`config.mk`:
```
export PLATFORM = sky130hd
export DESIGN_NAME = uart_rx_oversampler
export DESIGN_NICKNAME = d
export VERILOG_FILES = /design/src/rtl/uart_rx_oversampler.sv
export SDC_FILE = /design/constraint.sdc
export NUM_CORES = 1
export LEC_CHECK = 0
export BUFFER_PORTS_ARGS = -buffer_cell sky130_fd_sc_hd__buf_2
export CAP_MARGIN = 0
export CORE_ASPECT_RATIO = 0.9
export CORE_UTILIZATION = 65
export CTS_BUF_LIST = sky130_fd_sc_hd__clkbuf_2
export CTS_CLUSTER_DIAMETER = 50
export DETAILED_ROUTE_END_ITERATION = 8
export PLACE_DENSITY = 0.86
export SETUP_SLACK_MARGIN = 0.02
export SLEW_MARGIN = 5
export SYNTH_ARGS = -nofsm -noshare
export SYNTH_HDL_FRONTEND = slang
export SYNTH_SLANG_ARGS = --single-unit
```
`constraint.sdc`:
```
create_clock -name CLK -period 4.35 [get_ports CLK]
set_clock_uncertainty 0.05 [all_clocks]
set_input_delay 0.435 -clock CLK [delete_from_list [all_inputs] [get_ports CLK]]
set_output_delay 0.435 -clock CLK [all_outputs]
set_load 0.02 [all_outputs]
```
`src/rtl/uart_rx_oversampler.sv`:
```
// rtl/uart_rx_oversampler.sv - oversampling 8N1 UART receiver; even parity added when UART_RX_PARITY_EN is defined
module uart_rx_oversampler #(
    parameter int CLKS_PER_BIT = 16,
    parameter int CNT_W        = 8
) (
    input  logic       CLK,
    input  logic       RESET,
    input  logic       RX,
    output logic       RX_DONE,
    output logic [7:0] RX_DATA,
    output logic       FRAME_ERR,
    output logic       PARITY_ERR,
    output logic       BUSY
);

    localparam logic [CNT_W-1:0] HALF_LAST = CNT_W'(CLKS_PER_BIT / 2 - 1);
    localparam logic [CNT_W-1:0] BIT_LAST  = CNT_W'(CLKS_PER_BIT - 1);

    typedef enum logic [2:0] {
        S_IDLE,
        S_START,
        S_DATA,
        S_PARITY,
        S_STOP,
        S_BREAK
    } state_t;

    state_t           state, state_n;
    logic [CNT_W-1:0] cnt, cnt_n;
    logic [2:0]       bit_idx, bit_idx_n;
    logic [7:0]       shift, shift_n;
    logic [7:0]       data_q, data_n;
    logic             done_q, done_n;
    logic             ferr_q, ferr_n;
    logic             rx_meta, rx_s;
`ifdef UART_RX_PARITY_EN
    logic             par_bad, par_bad_n;
    logic             perr_q, perr_n;
`endif

    always_ff @(posedge CLK) begin
        if (RESET) begin
            state   <= S_IDLE;
            cnt     <= '0;
            bit_idx <= '0;
            shift   <= '0;
            data_q  <= '0;
            done_q  <= 1'b0;
            ferr_q  <= 1'b0;
            rx_meta <= 1'b1;
            rx_s    <= 1'b1;
`ifdef UART_RX_PARITY_EN
            par_bad <= 1'b0;
            perr_q  <= 1'b0;
`endif
        end else begin
            state   <= state_n;
            cnt     <= cnt_n;
            bit_idx <= bit_idx_n;
            shift   <= shift_n;
            data_q  <= data_n;
            done_q  <= done_n;
            ferr_q  <= ferr_n;
            rx_meta <= RX;
            rx_s    <= rx_meta;
`ifdef UART_RX_PARITY_EN
            par_bad <= par_bad_n;
            perr_q  <= perr_n;
`endif
        end
    end

    always_comb begin
        state_n   = state;
        cnt_n     = cnt;
        bit_idx_n = bit_idx;
        shift_n   = shift;
        data_n    = data_q;
        done_n    = 1'b0;
        ferr_n    = 1'b0;
`ifdef UART_RX_PARITY_EN
        par_bad_n = par_bad;
        perr_n    = 1'b0;
`endif
        case (state)
            S_IDLE: begin
                cnt_n = '0;
                if (!rx_s) state_n = S_START;
            end
            // A start bit that is gone by its midpoint was a glitch.
            S_START: begin
                if (cnt == HALF_LAST) begin
                    cnt_n     = '0;
                    bit_idx_n = '0;
                    state_n   = rx_s ? S_IDLE : S_DATA;
                end else begin
                    cnt_n = cnt + 1'b1;
                end
            end
            S_DATA: begin
                if (cnt == BIT_LAST) begin
                    cnt_n            = '0;
                    shift_n[bit_idx] = rx_s;
                    if (bit_idx == 3'd7) begin
`ifdef UART_RX_PARITY_EN
                        state_n = S_PARITY;
`else
                        state_n = S_STOP;
`endif
                    end else begin
                        bit_idx_n = bit_idx + 3'd1;
                    end
                end else begin
                    cnt_n = cnt + 1'b1;
                end
            end
`ifdef UART_RX_PARITY_EN
            S_PARITY: begin
                if (cnt == BIT_LAST) begin
                    cnt_n     = '0;
                    par_bad_n = (^shift) ^ rx_s;
                    state_n   = S_STOP;
                end else begin
                    cnt_n = cnt + 1'b1;
                end
            end
`endif
            // Framing error outranks parity error.
            S_STOP: begin
                if (cnt == BIT_LAST) begin
                    cnt_n = '0;
                    if (!rx_s) begin
                        ferr_n  = 1'b1;
                        state_n = S_BREAK;
`ifdef UART_RX_PARITY_EN
                    end else if (par_bad) begin
                        perr_n  = 1'b1;
                        state_n = S_IDLE;
`endif
                    end else begin
                        data_n  = shift;
                        done_n  = 1'b1;
                        state_n = S_IDLE;
                    end
                end else begin
                    cnt_n = cnt + 1'b1;
                end
            end
            S_BREAK: begin
                cnt_n = '0;
                if (rx_s) state_n = S_IDLE;
            end
            default: state_n = S_IDLE;
        endcase
    end

    assign RX_DONE   = done_q;
    assign RX_DATA   = data_q;
    assign FRAME_ERR = ferr_q;
    assign BUSY      = (state != S_IDLE);
`ifdef UART_RX_PARITY_EN
    assign PARITY_ERR = perr_q;
`else
    assign PARITY_ERR = 1'b0;
`endif

endmodule

```
# [Yosys cells after proc, flatten, opt, wreduce, memory -nomap -nowiden]
# Cells that the tools add are included.
[word_totals] wordCells=62 register_bits=34
[classes] muxes=21 n_reduce_logical=12 add_sub_neg=2 order_cmp=2 eq_ne=14 n_bitwise=2
[op_table] operator="2-to-1 mux 3 bit" n=10
[op_table] operator="one-hot mux 8 bit (3 select lines)" n=1
[op_table] operator="2-to-1 mux 8 bit" n=2
[op_table] operator="one-hot mux 3 bit (5 select lines)" n=1
[op_table] operator="inequality test 2 bit (second input constant)" n=7
[op_table] operator="equality test 3 bit (second input constant)" n=3
[op_table] operator="adder 8 x 1 -> 8 bit (second input constant)" n=1
[op_table] operator="bitwise mux 8 bit" n=1
[op_table] operator="equality test 8 x 3 -> 1 bit (second input constant)" n=1
[op_table] operator="equality test 8 x 4 -> 1 bit (second input constant)" n=1
[op_table] operator="one-hot mux 3 bit (2 select lines)" n=1
[op_table] operator="AND reduction 6 bit" n=1
[op_table] operator="nonzero test 3 bit" n=2
[op_table] operator="less-than comparator 3 x 4 -> 1 bit (second input constant)" n=1
[op_table] operator="AND reduction 4 bit" n=1
[op_table] operator="OR reduction 2 bit" n=2
[op_table] operator="adder 3 x 1 -> 3 bit (second input constant)" n=1
[op_table] operator="demux 1 bit (select 3 bit)" n=1
[op_table] operator="equality test 3 x 1 -> 1 bit (second input constant)" n=1
[op_table] operator="equality test 3 x 2 -> 1 bit (second input constant)" n=1
[op_table] operator="greater-or-equal comparator 3 x 1 -> 1 bit (second input constant)" n=1
[op_table] operator="logical NOT 3 bit" n=1
[op_table] operator="2-to-1 mux 1 bit" n=3
[op_table] operator="AND reduction 3 bit" n=1
[op_table] operator="other kinds (6)" n=7

# [Longest topological paths before layout]
# Gate-level depths: netlist (run 1).
[depth] depth_word=5 depth_mapped=7 depth_no_buf=6

# [Worst setup path before layout (run 1)]
# Ideal clock, no wire load.
[synth_timing] kind="register to register" from="reg cnt[7]" to="reg shift[3]" required_ps=4230 t_arrival_ps=1939 setup_slack_ps=2291 synth_period_minus_slack_ps=2059 stages_incl_launch_ff=6 cell_sequence="dfxtp_1 or4_4 buf_6 or4_4 or3_1 a21oi_1"
[synth_between] elab_chain_cells=2
[synth_lines] element="start, declared" line="29" text="logic [CNT_W-1:0] cnt, cnt_n;"
[synth_lines] element="start signal, assigned" line="58" text="cnt <= cnt_n;"
[synth_lines] element="equality test 8 x 4 -> 1 bit" line="101" text="if (cnt == BIT_LAST) begin"
[synth_lines] element="AND reduction 2 bit (no source line)"
[synth_lines] element="end signal, assigned" line="60" text="shift <= shift_n;"
[synth_lines] element="end, declared" line="31" text="logic [7:0] shift, shift_n;"
# No other way between the ends.
# A chain may end at the register's enable or synchronous reset.

# [Worst setup path in the final report (run 1)]
[layout_timing] from="reg cnt[4]" to="reg data_q[7], in the netlist RX_DATA[7]"
[layout_between] elab_chain_cells=2
[layout_lines] element="equality test 8 x 4 -> 1 bit" line="130" text="if (cnt == BIT_LAST) begin"
[layout_lines] element="AND reduction 3 bit (no source line)"
[layout_lines] element="end signal, assigned" line="61" text="data_q <= data_n;"
[layout_lines] element="end, declared" line="32" text="logic [7:0] data_q, data_n;"
# No other way between the ends.

==> out/metrics.yaml, run 1 <==
outcome:
  outcome: "finished, final reports clean"
clocking:
  hold_buffers: 0
  numCtsBuffers: 5
  cts.sinks: 34
  root_buffer: "clkbuf_2"
  cts-htree-levels: 2
  clkSlewWorstSetupHoldPaths_ns: 0.16
  cts_resized: 0
  cts_tree: "done"
  cts_post_setup_buffers_inserted: 0
  clockBufferDepth: 2
  clk_latency_ns: 0.38
route:
  drt_pass1_iterations: 4
  num_vias: 1428
  route.met2.wl_um: 1440
  met3_length_um: 255
  met1_length_um: 1606
  routedWlPerCell_um: 14.46
  viasPerCell: 6.236
  highest_layer: "met4"
  final_antenna_net_count: 0
  drc: 0
  drt-initial-drc-count: 76
  drt-total-wl_um: 3312
global_routing:
  grt_overflow: 0
  grt_usage_pct: 24.60
  antenna_found_initial: 0
  first_global_vias: 1155
  grt_max_degree: 30
  grt_pass1_wl_um: 5230
synth:
  netlist_area_sq_mm: 0.001689
  synth.distinct_cells: 46
  synth_cells: 195
  synth-main-ff-cell: "dfxtp_1"
  yosys_warnings: 0
  synthesis.nets: 201
  ys_async_sr_fraction_pct: 0
  synth_edf_count: 0
  synth-seq-area-share_pct: 40.30
  ys_seq_elements: 34
  avgSynthCellArea_sq_um: 8.662
layout:
  synthToLayoutAreaGrowth_pct: 2.074
  finalNonFillerCells: 229
  layout-drive-gt1-share_pct: 15.42
  final_cell_mix: "34 x dfxtp_1, 18 x a21oi_1, 16 x nand2_1, 15 x nor2_1, 13 x buf_2"
  nets: 206
  num_antenna_cells: 0
  layout_commonest_cell: "dfxtp_1"
worst_setup_path:
  worstPathRequired_ns: 4.57
  r2r-end: "RX_DATA[7]"
  timing.critical_path.fanout_max: 9
  reg2regPathDepth: 4
  end_kind: "register"
  critical_path_class: "reg -> reg"
  rrSetupSlack_ns: 1.87
  setup.worst_path.start_class: "register"
  rr_startpoint: "cnt[4]"
  cp_data_arrival_time_ns: 2.70
min_path:
  min_to: "rx_meta"
  worstHoldStart: "RX"
  hold_path_depth: 2
  hp-class: "in -> reg"
placed_design:
  dp_worst_setup_slack_ns: 1.926
  io_buffers: 13
  dp_hpwl_um: 2222
  place.gp.congestion: 0.8379
  dp.cells: 221
flow_run:
  drv_cap: 0
die:
  core-area_sq_mm: 0.002446
  io-pin-count: 15
  rows: 17
  dieArea_sq_mm: 0.002807
  die_w_um: 55.74
  start_util_pct: 69.05
  die_height_um: 50.36
power_and_ir_drop:
  powerDensity_mw_per_mm2: 275.7
  power_mw: 0.4753
  ir_worst_vdd_v: 0.0002784
  p_leak_nw: 0.6639
sta:
  grt_setup_unrepaired: "no"
  finalCritPeriodShare_pct: 56.91
  worst_pin_slew_ns: 1.046
  finalHoldViolCount: 0
  drv_slew: 0
  period_minus_slack_ns: 2.476
  timing.final.ws_setup_ns: 1.874
  finalSetupTns_ns: 0
  max_slew_margin_pct: 28.49
  max_freq_mhz: 403.9
  final-setup-viol-count: 0
[cell type report]
type / instances / area [sq um]
Multi-Input combinational cell: 143 / 893.4
Fill cell: 201 / 721.9
Inverter: 3 / 11.26
Clock buffer: 6 / 30.03
Clock inverter: 2 / 8.758
Tap cell: 28 / 35.03
Sequential cell: 34 / 680.7
Timing Repair Buffer: 13 / 65.06
[stage by stage]
step	area [sq um]	hold slack (ns)	utilization, %
2_1_floorplan	1689	0.3395	-
6_report	1724	0.1732	70.49
4_1_cts	1724	0.1587	70.49
3_5_place_dp	1685	0.3489	68.90
3_3_place_gp	1685	0.3435	68.90
5_1_grt	1724	0.1210	70.49
[cells in the mapped netlist, types with 2 or more instances]
| cell type | count | area (sq um) |
|---|---|---|
| mux2i_1 | 8 | 80.08 |
| clkbuf_1 | 7 | 26.28 |
| o31ai_1 | 3 | 22.52 |
| clkbuf_8 | 2 | 27.53 |
| xnor2_1 | 3 | 26.28 |
| a21oi_1 | 18 | 90.09 |
| dfxtp_1 | 34 | 680.7 |
| and3_1 | 2 | 12.51 |
| and4_1 | 2 | 17.52 |
| nand3_1 | 9 | 45.04 |
| or4_4 | 2 | 22.52 |
| inv_1 | 3 | 11.26 |
| nor3_1 | 4 | 20.02 |
| a211o_1 | 2 | 17.52 |
| o21ai_0 | 9 | 45.04 |
| nand2_1 | 16 | 60.06 |
| nor4_1 | 4 | 25.02 |
| buf_4 | 3 | 22.52 |
| nand2b_1 | 4 | 25.02 |
| or2_2 | 4 | 25.02 |
| nor2b_1 | 6 | 37.54 |
| or3_1 | 4 | 25.02 |
| nand4_1 | 3 | 18.77 |
| nor2_1 | 15 | 56.30 |
| or3b_2 | 2 | 17.52 |
| a2111oi_0 | 2 | 17.52 |
| ha_1 | 3 | 37.54 |
| or4_1 | 2 | 15.01 |
| a211oi_1 | 2 | 15.01 |
[worst max-delay path: stages (launching register included)]
cell	delay, ns
dfxtp_1	0.38
nor4_1	0.79
nand4_1	0.74
mux2i_1	0.35
nor2_1	0.06
[flip-flops by register name, indices dropped and copies added (netlist names)]
name and cells:
FRAME_ERR 1, RX_DATA 8, RX_DONE 1, bit_idx 3, cnt 8, rx_meta 1, rx_s 1, shift 8
state 3
[per-layer routing]
layer  global-route usage [%]  vias up
li1                         -      717
met1                    31.88      656
met2                    37.55       53
met3                    9.278        2
met4                    8.750        0
met5                        0        -
[report_power, final]
group	internal, mW	total [mW]	switching [mW]
registers	0.313	0.317	0.00362
logic	0.00581	0.0166	0.0108
clock network	0.0394	0.142	0.102
total	0.359	0.475	0.117
[worst max-delay path by stage]
stage / from / endpoint / slack, ns / cells past startpoint
final: cnt[4] / RX_DATA[7] / 1.87 / 4
after global routing: cnt[4] / RX_DATA[7] / 1.72 / 4
after CTS: cnt[4] / RX_DATA[1] / 1.89 / 4
after detailed placement: cnt[4] / RX_DATA[7] / 1.93 / 4
after global placement: state[1] / shift[3] / 2.11 / 4
after floorplan: cnt[7] / shift[3] / 2.29 / 5
[logic make-up after synthesis]
| group | after synthesis | share of synthesized area (%) |
|---|---|---|
| XOR/XNOR | 3 | 1.556 |
| multiplexers | 9 | 5.408 |
| AND/OR/NAND/NOR | 83 | 27.18 |
| other | 1 | 0.2220 |
| adder cells (fa/ha/maj) | 3 | 2.222 |
| buffers and inverters | 18 | 6.815 |
| AO/OA/AOI/OAI | 44 | 16.30 |
| flip-flops | 34 | 40.30 |
No activity file was read; power rests on OpenSTA's default activity.
==> run 2, diff against run 1 <==
--- a/config.mk
+++ b/config.mk
@@ -5,14 +5,15 @@
 export SDC_FILE = /design/constraint.sdc
 export NUM_CORES = 1
 export LEC_CHECK = 0
+export ABC_AREA = 1
 export BUFFER_PORTS_ARGS = -buffer_cell sky130_fd_sc_hd__buf_2
 export CAP_MARGIN = 0
 export CORE_ASPECT_RATIO = 0.9
-export CORE_UTILIZATION = 65
+export CORE_UTILIZATION = 55
 export CTS_BUF_LIST = sky130_fd_sc_hd__clkbuf_2
 export CTS_CLUSTER_DIAMETER = 50
 export DETAILED_ROUTE_END_ITERATION = 8
-export PLACE_DENSITY = 0.86
+export PLACE_DENSITY = 0.77
 export SETUP_SLACK_MARGIN = 0.02
 export SLEW_MARGIN = 5
 export SYNTH_ARGS = -nofsm -noshare
==> constraint.sdc (replaced) <==
create_clock -name CLK -period 2 [get_ports CLK]
set_clock_uncertainty 0.05 [all_clocks]
set_input_delay 0.2 -clock CLK [delete_from_list [all_inputs] [get_ports CLK]]
set_output_delay 0.2 -clock CLK [all_outputs]
set_load 0.02 [all_outputs]
==> run 2 against run 1 <==
Global-route usage decreased by 3.0 points. Register-to-register slack worse by 1.5 ns. Cell count increased by 35%. Non-clock buffer count grew 2. Critical path type unchanged. Largest power group is now combinational logic.
==> out/metrics.yaml, run 2 <==
min_path:
  min_to: "cnt[1]"
  worstHoldStart: "RESET"
  hp-class: "in -> reg"
  hold_path_depth: 2
synth:
  synth-seq-area-share_pct: 38.36
  ys_seq_elements: 34
  synth_fa_ha_area_share_pct: 2.116
  synth.distinct_cells: 30
  yosys_warnings: 0
  synthSimpleGateAreaFrac_pct: 42.88
  synth-main-ff-cell: "dfxtp_1"
  synth-compound-area-share_pct: 8.039
  synth_mux_area_share_pct: 0
  yosys-top-cells-area: "dfxtp_1 38%, nand2_1 11%, nor2_1 8.5%"
  avgSynthCellArea_sq_um: 7.125
  netlist_area_sq_mm: 0.001774
  synth_cells: 249
  yosysTopAreaCellShare_pct: 38.36
  synth_top_family_by_area: "simple AND/OR/NAND/NOR gates"
  synth.most_common_cell: "nand2_1"
  ys_async_sr_fraction_pct: 0
  synth_edf_count: 0
  synthesis.nets: 255
  yosys.area.top_type: "dfxtp_1"
  synth_common_cells: "53 x nand2_1, 40 x nor2_1, 34 x dfxtp_1"
  synthXorXnorAreaFrac_pct: 0.4937
global_routing:
  grt_pass1_wl_um: 5589
  grt_usage_pct: 21.60
  first_global_vias: 1300
  grt_max_degree: 20
  antenna_found_initial: 0
  grt_overflow: 0
clocking:
  clockBufferDepth: 2
  hold_buffers: 1
  clk_latency_ns: 0.37
  cts-htree-levels: 2
  cts.sinks: 34
  cts_tree: "done"
  cts_resized: 0
  root_buffer: "clkbuf_2"
  numCtsBuffers: 5
  clkSlewWorstSetupHoldPaths_ns: 0.16
  cts_post_setup_buffers_inserted: 0
die:
  core-area_sq_mm: 0.003067
  die_height_um: 55.88
  die_w_um: 61.87
  rows: 19
  start_util_pct: 57.85
  io-pin-count: 15
  dieArea_sq_mm: 0.003457
worst_setup_path:
  rr_startpoint: "cnt[0]"
  critical_path_class: "reg -> reg"
  cp-startpoint: "cnt[0]"
  r2r-end: "RX_DATA[5]"
  timing.critical_path.fanout_max: 7
  setup.worst_path.start_class: "register"
  worstPathRequired_ns: 2.23
  cp_data_arrival_time_ns: 1.88
  reg2regPathDepth: 8
  rrSetupSlack_ns: 0.35
  end_kind: "register"
sta:
  drv_slew: 0
  grt_setup_unrepaired: "no"
  finalCritPeriodShare_pct: 82.43
  final-setup-viol-count: 0
  period_minus_slack_ns: 1.649
  timing.final.ws_setup_ns: 0.3515
  finalHoldViolCount: 0
  max_freq_mhz: 606.6
  hold_slack_ns: 0.04237
  finalSetupTns_ns: 0
layout:
  layout-drive-gt1-share_pct: 20.52
  layout_commonest_cell: "nand2_1"
  num_antenna_cells: 0
  synthToLayoutAreaGrowth_pct: 8.674
  finalNonFillerCells: 310
  nets: 274
  final_area_sq_mm: 0.001928
  post-route-util_pct: 62.87
  final_cell_mix: "53 x nand2_1, 40 x nor2_1, 34 x dfxtp_1, 25 x inv_1, 17 x nand3_1"
power_and_ir_drop:
  swShare_pct: 45.81
  p_leak_nw: 0.8972
  intPower_mw: 1.150
  power_switching_mw: 0.9723
  ir_worst_vdd_v: 0.0006063
  pwr-share-comb_pct: 46.0
  powerDensity_mw_per_mm2: 1101
  power_mw: 2.123
  power_frac_clock_pct: 14.1
  p_seq_share_pct: 39.9
outcome:
  outcome: "finished, final reports clean"
route:
  routedWlPerCell_um: 10.61
  final_antenna_net_count: 0
  drt_pass1_iterations: 4
  drc: 0
  drt-total-wl_um: 3288
  viasPerCell: 4.968
  num_vias: 1540
  drt-initial-drc-count: 46
placed_design:
  io_buffers: 13
  place_area_sq_mm: 0.001883
  dp.cells: 302
  dp_hpwl_um: 2482
  dp_worst_setup_slack_ns: 0.3786
  place.gp.congestion: 0.8729
flow_run:
  drv_cap: 0
[run 2: how the worst max path moves through the flow]
| stage | to | cells after the start |
|---|---|---|
| final | RX_DATA[5] | 8 |
| after detailed placement | RX_DATA[5] | 8 |
| after floorplan | RX_DATA[1] | 8 |
| after global routing | RX_DATA[3] | 8 |
| after CTS | RX_DATA[5] | 8 |
| after global placement | RX_DATA[5] | 8 |
[run 2: cells by family (layout without fill, tap and decap cells)]
group / after synthesis / after routing
AO/OA/AOI/OAI: 28 / 28
other: 1 / 1
AND/OR/NAND/NOR: 148 / 148
adder cells (fa/ha/maj): 3 / 3
XOR/XNOR: 1 / 1
flip-flops: 34 / 34
buffers and inverters: 34 / 53
[run 2: critical path, stage by stage (launching register included)]
cell	delay, ns
dfxtp_1	0.40
ha_1	0.22
nand2_1	0.12
nor2_4	0.14
nand3_4	0.14
nor3_4	0.26
inv_2	0.09
nor2_1	0.09
nor2_1	0.05
[run 2: area by class of cell]
class,instances,area [sq um]
fill,291,1139
multi-input combinational,181,953.4
sequential,34,680.7
inverter,31,123.9
timing repair buffer,15,82.58
tap,42,52.55
clock buffer,5,25.02
clock inverter,2,10.01
[run 2: power groups by stage]
stage | clock network (mW) | logic, mW | registers [mW]
final | 0.299 | 0.977 | 0.847
after global routing | 0.349 | 1.13 | 0.862
after CTS | 0.310 | 0.983 | 0.846
after detailed placement | 0 | 0.976 | 0.861
after global placement | 0 | 0.972 | 0.857
after floorplan | 0 | 0.820 | 0.841
[run 2: routing by layer]
metal | up-vias | track usage [%] | share of wire [%]
met5 | - | 0 | 0
met4 | 0 | 6.667 | 1.0
met3 | 5 | 6.512 | 3.8
met2 | 22 | 32.57 | 46
met1 | 685 | 29.33 | 49
li1 | 828 | - | -
